--- config.mk ---
export PLATFORM = sky130hd
export DESIGN_NAME = wdt_ctrl
export DESIGN_NICKNAME = d
export VERILOG_FILES = /design/src/rtl/wdt_pkg.sv /design/src/rtl/wdt_sync.sv /design/src/rtl/wdt_ctrl.sv
export SDC_FILE = /design/constraint.sdc
export NUM_CORES = 1
export LEC_CHECK = 0
export ABC_AREA = 1
export CORE_UTILIZATION = 49
export CTS_CLUSTER_DIAMETER = 150
export CTS_CLUSTER_SIZE = 30
export DETAILED_ROUTE_END_ITERATION = 12
export PLACE_DENSITY = 0.95
export SLEW_MARGIN = 20
export SYNTH_ARGS = -nofsm -noshare
export SYNTH_HDL_FRONTEND = slang
export SYNTH_SLANG_ARGS = --single-unit
--- constraint.sdc ---
create_clock -name clk -period 4.3 [get_ports clk]
set_input_delay 1.29 -clock clk [delete_from_list [all_inputs] [get_ports clk]]
set_output_delay 1.29 -clock clk [all_outputs]
set_load 0.01 [all_outputs]
--- src/rtl/wdt_pkg.sv ---
// Shared register map, bit positions and controller state encoding for the
// watchdog interface controller.
package wdt_pkg;

    localparam logic [3:0] ADDR_CTRL   = 4'h0;
    localparam logic [3:0] ADDR_KICK   = 4'h4;
    localparam logic [3:0] ADDR_TOCNT  = 4'h8;
    localparam logic [3:0] ADDR_STATUS = 4'hC;

    localparam int unsigned CTRL_EN_BIT     = 0;
    localparam int unsigned CTRL_IE_BIT     = 1;
    localparam int unsigned STATUS_TO_BIT   = 0;
    localparam int unsigned STATUS_BUSY_BIT = 1;

    typedef enum logic [1:0] {
        ST_IDLE = 2'd0,
        ST_KICK = 2'd1,
        ST_LOAD = 2'd2
    } wdt_state_e;

endpackage

--- src/rtl/wdt_sync.sv ---
// Multi-flop synchronizer for an asynchronous level, followed by a
// single-cycle rising-edge detector on the synchronized signal.
module wdt_sync #(
    parameter int unsigned SYNC_STAGES = 2
) (
    input  logic clk,
    input  logic rst,
    input  logic async_i,
    output logic rise_o
);

    logic [SYNC_STAGES-1:0] sync_q;
    logic                   prev_q;

    always_ff @(posedge clk or negedge rst) begin
        if (!rst) begin
            sync_q <= '0;
            prev_q <= 1'b0;
        end else begin
            sync_q[0] <= async_i;
            for (int unsigned i = 1; i < SYNC_STAGES; i++) begin
                sync_q[i] <= sync_q[i-1];
            end
            prev_q <= sync_q[SYNC_STAGES-1];
        end
    end

    assign rise_o = sync_q[SYNC_STAGES-1] & ~prev_q;

endmodule

--- src/rtl/wdt_ctrl.sv ---
// Register-mapped watchdog controller: CTRL/KICK/TOCNT/STATUS registers, a
// kick/load hold sequencer and a synchronized timeout interrupt.
module wdt_ctrl
    import wdt_pkg::*;
#(
    parameter int unsigned KICK_HOLD   = 8,
    parameter int unsigned LOAD_HOLD   = 8,
    parameter int unsigned SYNC_STAGES = 2
) (
    input  logic        clk,
    input  logic        rst,
    input  logic        req_valid,
    output logic        req_ready,
    input  logic        req_write,
    input  logic [3:0]  req_addr,
    input  logic [31:0] req_wdata,
    output logic        rsp_valid,
    output logic [31:0] rsp_rdata,
    output logic        WDEN,
    output logic        WDLIVE,
    output logic [31:0] WTOCNT,
    input  logic        WTO,
    output logic        irq
);

    localparam int unsigned HOLD_MAX = (KICK_HOLD > LOAD_HOLD) ? KICK_HOLD : LOAD_HOLD;
    localparam int unsigned CW       = $clog2(HOLD_MAX + 1);
    localparam logic [CW-1:0] KICK_CNT = CW'(KICK_HOLD);
    localparam logic [CW-1:0] LOAD_CNT = CW'(LOAD_HOLD);
    localparam logic [CW-1:0] CNT_ONE  = CW'(1);

    wdt_state_e    state_q, state_d;
    logic [CW-1:0] cnt_q, cnt_d;
    logic          en_q, en_d, ie_q, ie_d, to_q, to_d;
    logic [31:0]   tocnt_q, tocnt_d;
    logic          wdlive_q, wdlive_d, irq_q, irq_d;
    logic          rsp_valid_q, rsp_valid_d;
    logic [31:0]   rsp_rdata_q, rsp_rdata_d, rdata_mux;
    logic          accept, wr_acc, rd_acc, wto_rise;
    logic          busy;

    wdt_sync #(.SYNC_STAGES(SYNC_STAGES)) u_sync (
        .clk     (clk),
        .rst     (rst),
        .async_i (WTO),
        .rise_o  (wto_rise)
    );

    assign busy      = (state_q != ST_IDLE);
    assign req_ready = ~busy;
    assign accept    = req_valid & req_ready;
    assign wr_acc    = accept & req_write;
    assign rd_acc    = accept & ~req_write;

    always_comb begin
        rdata_mux = '0;
        case (req_addr)
            ADDR_CTRL: begin
                rdata_mux[CTRL_EN_BIT] = en_q;
                rdata_mux[CTRL_IE_BIT] = ie_q;
            end
            ADDR_TOCNT: rdata_mux = tocnt_q;
            ADDR_STATUS: begin
                rdata_mux[STATUS_TO_BIT]   = to_q;
                rdata_mux[STATUS_BUSY_BIT] = busy;
            end
            default: rdata_mux = '0;
        endcase
    end

    always_comb begin
        state_d     = state_q;
        cnt_d       = cnt_q;
        en_d        = en_q;
        ie_d        = ie_q;
        to_d        = to_q;
        tocnt_d     = tocnt_q;
        rsp_valid_d = rd_acc;
        rsp_rdata_d = rd_acc ? rdata_mux : rsp_rdata_q;

        case (state_q)
            ST_IDLE: begin
                if (wr_acc) begin
                    case (req_addr)
                        ADDR_CTRL: begin
                            en_d = req_wdata[CTRL_EN_BIT];
                            ie_d = req_wdata[CTRL_IE_BIT];
                        end
                        ADDR_KICK: begin
                            if (en_q) begin
                                state_d = ST_KICK;
                                cnt_d   = KICK_CNT;
                            end
                        end
                        ADDR_TOCNT: begin
                            tocnt_d = req_wdata;
                            state_d = ST_LOAD;
                            cnt_d   = LOAD_CNT;
                        end
                        ADDR_STATUS: begin
                            if (req_wdata[STATUS_TO_BIT]) to_d = 1'b0;
                        end
                        default: ;
                    endcase
                end
            end
            ST_KICK, ST_LOAD: begin
                // A count of 0 or 1 both exit, so the counter can never wrap.
                if (cnt_q <= CNT_ONE) begin
                    state_d = ST_IDLE;
                    cnt_d   = '0;
                end else begin
                    cnt_d = cnt_q - CNT_ONE;
                end
            end
            default: state_d = ST_IDLE;
        endcase

        // Evaluated after the W1C so a coincident edge wins.
        if (wto_rise) to_d = 1'b1;

        wdlive_d = (state_d == ST_KICK);
        irq_d    = to_q & ie_q;
    end

    always_ff @(posedge clk or negedge rst) begin
        if (!rst) begin
            state_q     <= ST_IDLE;
            cnt_q       <= '0;
            en_q        <= 1'b0;
            ie_q        <= 1'b0;
            to_q        <= 1'b0;
            tocnt_q     <= '0;
            wdlive_q    <= 1'b0;
            irq_q       <= 1'b0;
            rsp_valid_q <= 1'b0;
            rsp_rdata_q <= '0;
        end else begin
            state_q     <= state_d;
            cnt_q       <= cnt_d;
            en_q        <= en_d;
            ie_q        <= ie_d;
            to_q        <= to_d;
            tocnt_q     <= tocnt_d;
            wdlive_q    <= wdlive_d;
            irq_q       <= irq_d;
            rsp_valid_q <= rsp_valid_d;
            rsp_rdata_q <= rsp_rdata_d;
        end
    end

    assign WDEN      = en_q;
    assign WDLIVE    = wdlive_q;
    assign WTOCNT    = tocnt_q;
    assign irq       = irq_q;
    assign rsp_valid = rsp_valid_q;
    assign rsp_rdata = rsp_rdata_q;

endmodule

=== After elaboration in Yosys (flattened, before gate mapping) ===
Index checks and enable logic that the tools add are counted.
Widths: inputs -> output; s select.

* RAM bits: 0
* Output and inout bits: 69
* Bits of input ports: 41
* Word-level logic and storage cells: 61
* ROM bits: 0
* Register bits: 79
* Latch bits: 0
* Memories: 0

* Divide/modulo/power cells: 0
* Bitwise logic cells: 8
* Order comparisons: 1
* Add/subtract/negate cells: 1
* Equality and inequality tests: 9
* Mux-type cells: 17
* Reduce and logical (&&, ||, !) cells: 13
* Shift operators: 0
* $mul: 0

{| class="wikitable"
|+ Operators with widths
! cell !! number
|-
| $mux 30 || 1
|-
| $pmux 4 s2 || 2
|-
| $mux 4 || 3
|-
| $reduce_bool 2->1 || 6
|-
| $eq 4x4->1 const B || 2
|-
| $pmux 2 s2 || 2
|-
| $reduce_and 4->1 || 2
|-
| $mux 2 || 3
|-
| $pmux 2 s3 || 1
|-
| $reduce_and 3->1 || 2
|-
| $and 1x1->1 || 5
|-
| $mux 1 || 5
|-
| $eq 2x1->1 const B || 2
|-
| $eq 4x3->1 const B || 1
|-
| $le 4x1->1 const B || 1
|-
| $logic_not 4->1 || 1
|-
| $sub 4x1->4 const B || 1
|-
| $ne 3x1->1 const B || 1
|-
| $ne 3x3->1 const B || 1
|-
| $not 1->1 || 3
|-
| $eq 2x2->1 const B || 1
|-
| $logic_not 2->1 || 1
|-
| $ne 2x2->1 const B || 1
|-
| $reduce_or 2->1 || 1
|}

=== Longest topological paths before layout ===
* Depth after elaboration: 7
* Gate-level depth with buffers: 11
* Gate-level depth less buffers: 11

=== Cells and area by module ===
From an unflattened synthesis, not the netlist that was laid out.

* Cells, all modules: 331
* Area, all modules: 3338.2 um2

{| class="wikitable"
|+ By module, submodules not included
! module !! times used !! area an instance (um2) !! sequential area each (um2) !! cells each
|-
| wdt_ctrl || 1 || 3253.1 || 1901.8 || 326
|-
| wdt_sync || 1 || 85.1 || 75.1 || 5
|}

=== Worst setup path after synthesis ===
Ideal clock, no wire load.

* Path kind: input -> register
* From: input req_addr[1]
* To: register tocnt_q[19] (netlist: WTOCNT[19])
* Required time: 4180 ps
* Path slack: 2212 ps
* Cell stages on the path: 7
* Buffers on the path: 1
* Setup time: 120 ps
* Arrival: 1968 ps
* Cells stage by stage: nor2_1 > nand2_1 > inv_2 > nand2_4 > buf_4 > nor2_1 > a21oi_1

* Word-level cells in the longest chain between the ends: 2

{| class="wikitable"
|+ RTL lines
! what !! line !! RTL
|-
| start: declaration || wdt_ctrl.sv:15 || <nowiki>input logic [3:0] req_addr,</nowiki>
|-
| $eq 4x4->1 || wdt_ctrl.sv:84 || <nowiki>case (req_addr)</nowiki>
|-
| $reduce_and 3->1 (no source line) || -- ||
|-
| end signal: assignment || wdt_ctrl.sv:144 || <nowiki>tocnt_q <= tocnt_d;</nowiki>
|-
| end: declaration || wdt_ctrl.sv:35 || <nowiki>logic [31:0] tocnt_q, tocnt_d;</nowiki>
|}

Every way passes these cells.
A chain may end at the register's enable or synchronous reset.

=== Final worst setup path ===
* From: input req_addr[3]
* To: register tocnt_q[31] (netlist: WTOCNT[31])

The elaborated chain is that of the path after synthesis.

==> out/qor.yml <==
synth_top_family_by_area: "simple AND/OR/NAND/NOR gates"
vdd_drop_max_mv: 0.292
worst_hold_slack_ns: 0.361
crit_arrival_ns: 3.26
insertedDiodeCount: 0
drtAntennaViolNets: 0
status: "completed"
synth_mux_area_share_pct: 0
gp_congestion: 0.857
vias: 2903
fin_ws_ns: 1.25
syn_avg_cell_area_um2: 8.94
fin_nets: 516
p_clk_share_pct: 24.3
clock-root-buffer: "clkbuf_8"
fin_tns_setup_ns: 0
cts_buffer_depth: 2
hold_end: "u_sync.sync_q[1]"
dp_slack_ns: 0.911
fmax_mhz: 328
clock-skew-final_ns: 0.00478
p_comb_share_pct: 33.2
slew_viol_final: 0
drt_iter0_drc: 248
areaGrowthSynthToFinish_pct: 39.8
synth_area_mm2: 0.00326
crit_fanout: 50
synth_xor_area_share_pct: 0.268
firstDrtPassIters: 7
cts_setup_buffers: 0
cts.sinks: 79
pwr-share-seq_pct: 42.6
end_kind: "flop"
r2r_end: "rsp_rdata[22]"
overflow: 0
die_area_mm2: 0.00699
antenna_found_initial: 0
mostFrequentLayoutCells: "119 x nand2_1, 108 x clkdlybuf4s50_1, 79 x dfrtp_1"
setup_viol: 0
ys_types: 21
grt_max_degree: 80
r2r_cells: 7
dieHeight_um: 83.6
postCtsHoldBufs: 0
synth_fa_ha_area_share_pct: 1.53
pwr_density_cell_mw_per_mm2: 525
fin_crit_sh_pct: 71.0
grt_usage_pct: 24.3
fin_util_pct: 71.4
synth_top_area_share_pct: 60.6
start_util_pct: 51.1
die-width_um: 83.6
cp.required_ns: 4.51
numCtsBuffers: 9
startpoint_type: "input pin"
core_area_mm2: 0.00639
syn_nets: 410
final.fill_count: 474
r2r_setup_slack_ns: 2.27
synth.top_cells.by_area: "dfrtp_1 61%, nand2_1 14%, nand3_1 6.1%"
cts_resized: 0
wl_mm: 7.91
port-buffer-count: 109
ys.warnings.count: 0
hpwl_mm: 5.63
hold_viol: 0
swShare_pct: 32.6
p_switching_w: 0.000779
clock_latency_ns: 0.34
synth-simple-area-share_pct: 24.1
final_common_cell: "nand2_1"
ios: 110
worst_hold_path_type: "flop to flop"
grt_pass1_wl_mm: 13.5
crit_type: "input pin to flop"
worstHoldStart: "u_sync.sync_q[0]"
synth_top_area_cell: "dfrtp_1"
fp-row-count: 29
r2r_start: "state_q[0]"
p_leak_nw: 2.30
clk_pin_slew_ns: 0.08
synth_cells: 365
drive_above_1_share_pct: 5.04
yosysSeqAreaShare_pct: 60.6
drc: 0
wl_per_cell_um: 14.3
synth_compound_area_share_pct: 6.29
rsz0062_at_grt: "false"
relSlewSlack_pct: 36.2
p_int_w: 0.00161
grt_pass1_vias: 2938
yosys_register_bits: 79
cts_tree: "yes"
cts_htree_levels: 3
maxCapViolations: 0
tightest_slew_ns: 0.958
routed_via_density: 5.25
whs_path_depth: 0
min_period_ns: 3.05
## logic make-up after synthesis
logic type	Yosys count
fa+ha+maj	4
compound gates	41
buf+inv	51
simple gates	189
flops	79
xor+xnor	1
## Yosys cell counts
library cell and instances:
nor2_1 23, or2_2 1, nand2_1 119, nor4_1 1, nand3_1 40, o21ai_0 10
a21oi_1 19, nor2_4 1, buf_2 9, inv_2 3, nand2_2 1, dfrtp_1 79
nor3_1 1, o21ai_1 12, nand2_4 1, inv_1 34, buf_4 1, xor2_1 1
ha_1 4, buf_6 4, nand4_1 1
## worst max path at each step
stage          slack [ns]  depth (start not counted)    endpoint         from
2_1_floorplan        2.21                          7  WTOCNT[19]  req_addr[1]
4_1_cts              1.28                          8  WTOCNT[31]  req_addr[3]
5_1_grt              1.05                          8  WTOCNT[26]  req_addr[3]
3_5_place_dp         0.91                          8  WTOCNT[31]  req_addr[3]
3_3_place_gp         1.02                          8  WTOCNT[24]  req_addr[3]
6_report             1.25                          8  WTOCNT[31]  req_addr[3]
## state kept, by name (all words and copies together), names as in the netlist
name / flops
WDEN: 1
WDLIVE: 1
WTOCNT: 32
cnt_q: 4
ie_q: 1
irq: 1
rsp_rdata: 32
rsp_valid: 1
state_q: 2
to_q: 1
u_sync.prev_q: 1
u_sync.sync_q: 2
## cell type report
cell class / instances / area (um^2) / share of cell area [%]
Clock inverter: 7 / 87.6 / 1.92
Clock buffer: 9 / 124 / 2.72
Inverter: 37 / 139 / 3.04
Multi-Input combinational cell: 235 / 1050 / 23.0
Timing Repair Buffer: 109 / 1090 / 23.9
Sequential cell: 79 / 1980 / 43.3
Tap cell: 77 / 96.3 / 2.11
## power groups by stage
stage | clock, W | sequential [W] | combinational [W]
3_3_place_gp | 0 | 0.00102 | 0.000757
4_1_cts | 0.000589 | 0.00102 | 0.000796
5_1_grt | 0.000627 | 0.00104 | 0.000867
2_1_floorplan | 0 | 0.00107 | 0.000317
6_report | 0.000581 | 0.00102 | 0.000794
3_5_place_dp | 0 | 0.00103 | 0.000792
## worst max-delay path, stage by stage
cell and delay, ns:
clkdlybuf4s50_1 0.54, inv_1 0.08, nor2_1 0.10, nand2_1 0.11
inv_2 0.42, nand2_4 0.42, nor2_1 0.23, a21oi_1 0.06
## per-layer routing
layer	share of wire [%]	vias to the layer above	GRT usage, %	wire length, um
met5	0	-	0	0
met4	2.4	0	9.86	187
met1	40	1370	29.7	3140
li1	-	1359	-	-
met2	50	151	41.8	3950
met3	8.1	23	5.34	638
## stage by stage
| stage | total power [W] | instance area [um^2] | cells |
|---|---|---|---|
| floorplan | 0.00139 | 3260 | 365 |
| global placement | 0.00178 | 4350 | 537 |
| detailed placement | 0.00182 | 4350 | 537 |
| CTS | 0.00240 | 4560 | 553 |
| global route | 0.00253 | 4560 | 553 |
| finish | 0.00239 | 4560 | 553 |
(Power assumes the default switching activity.)
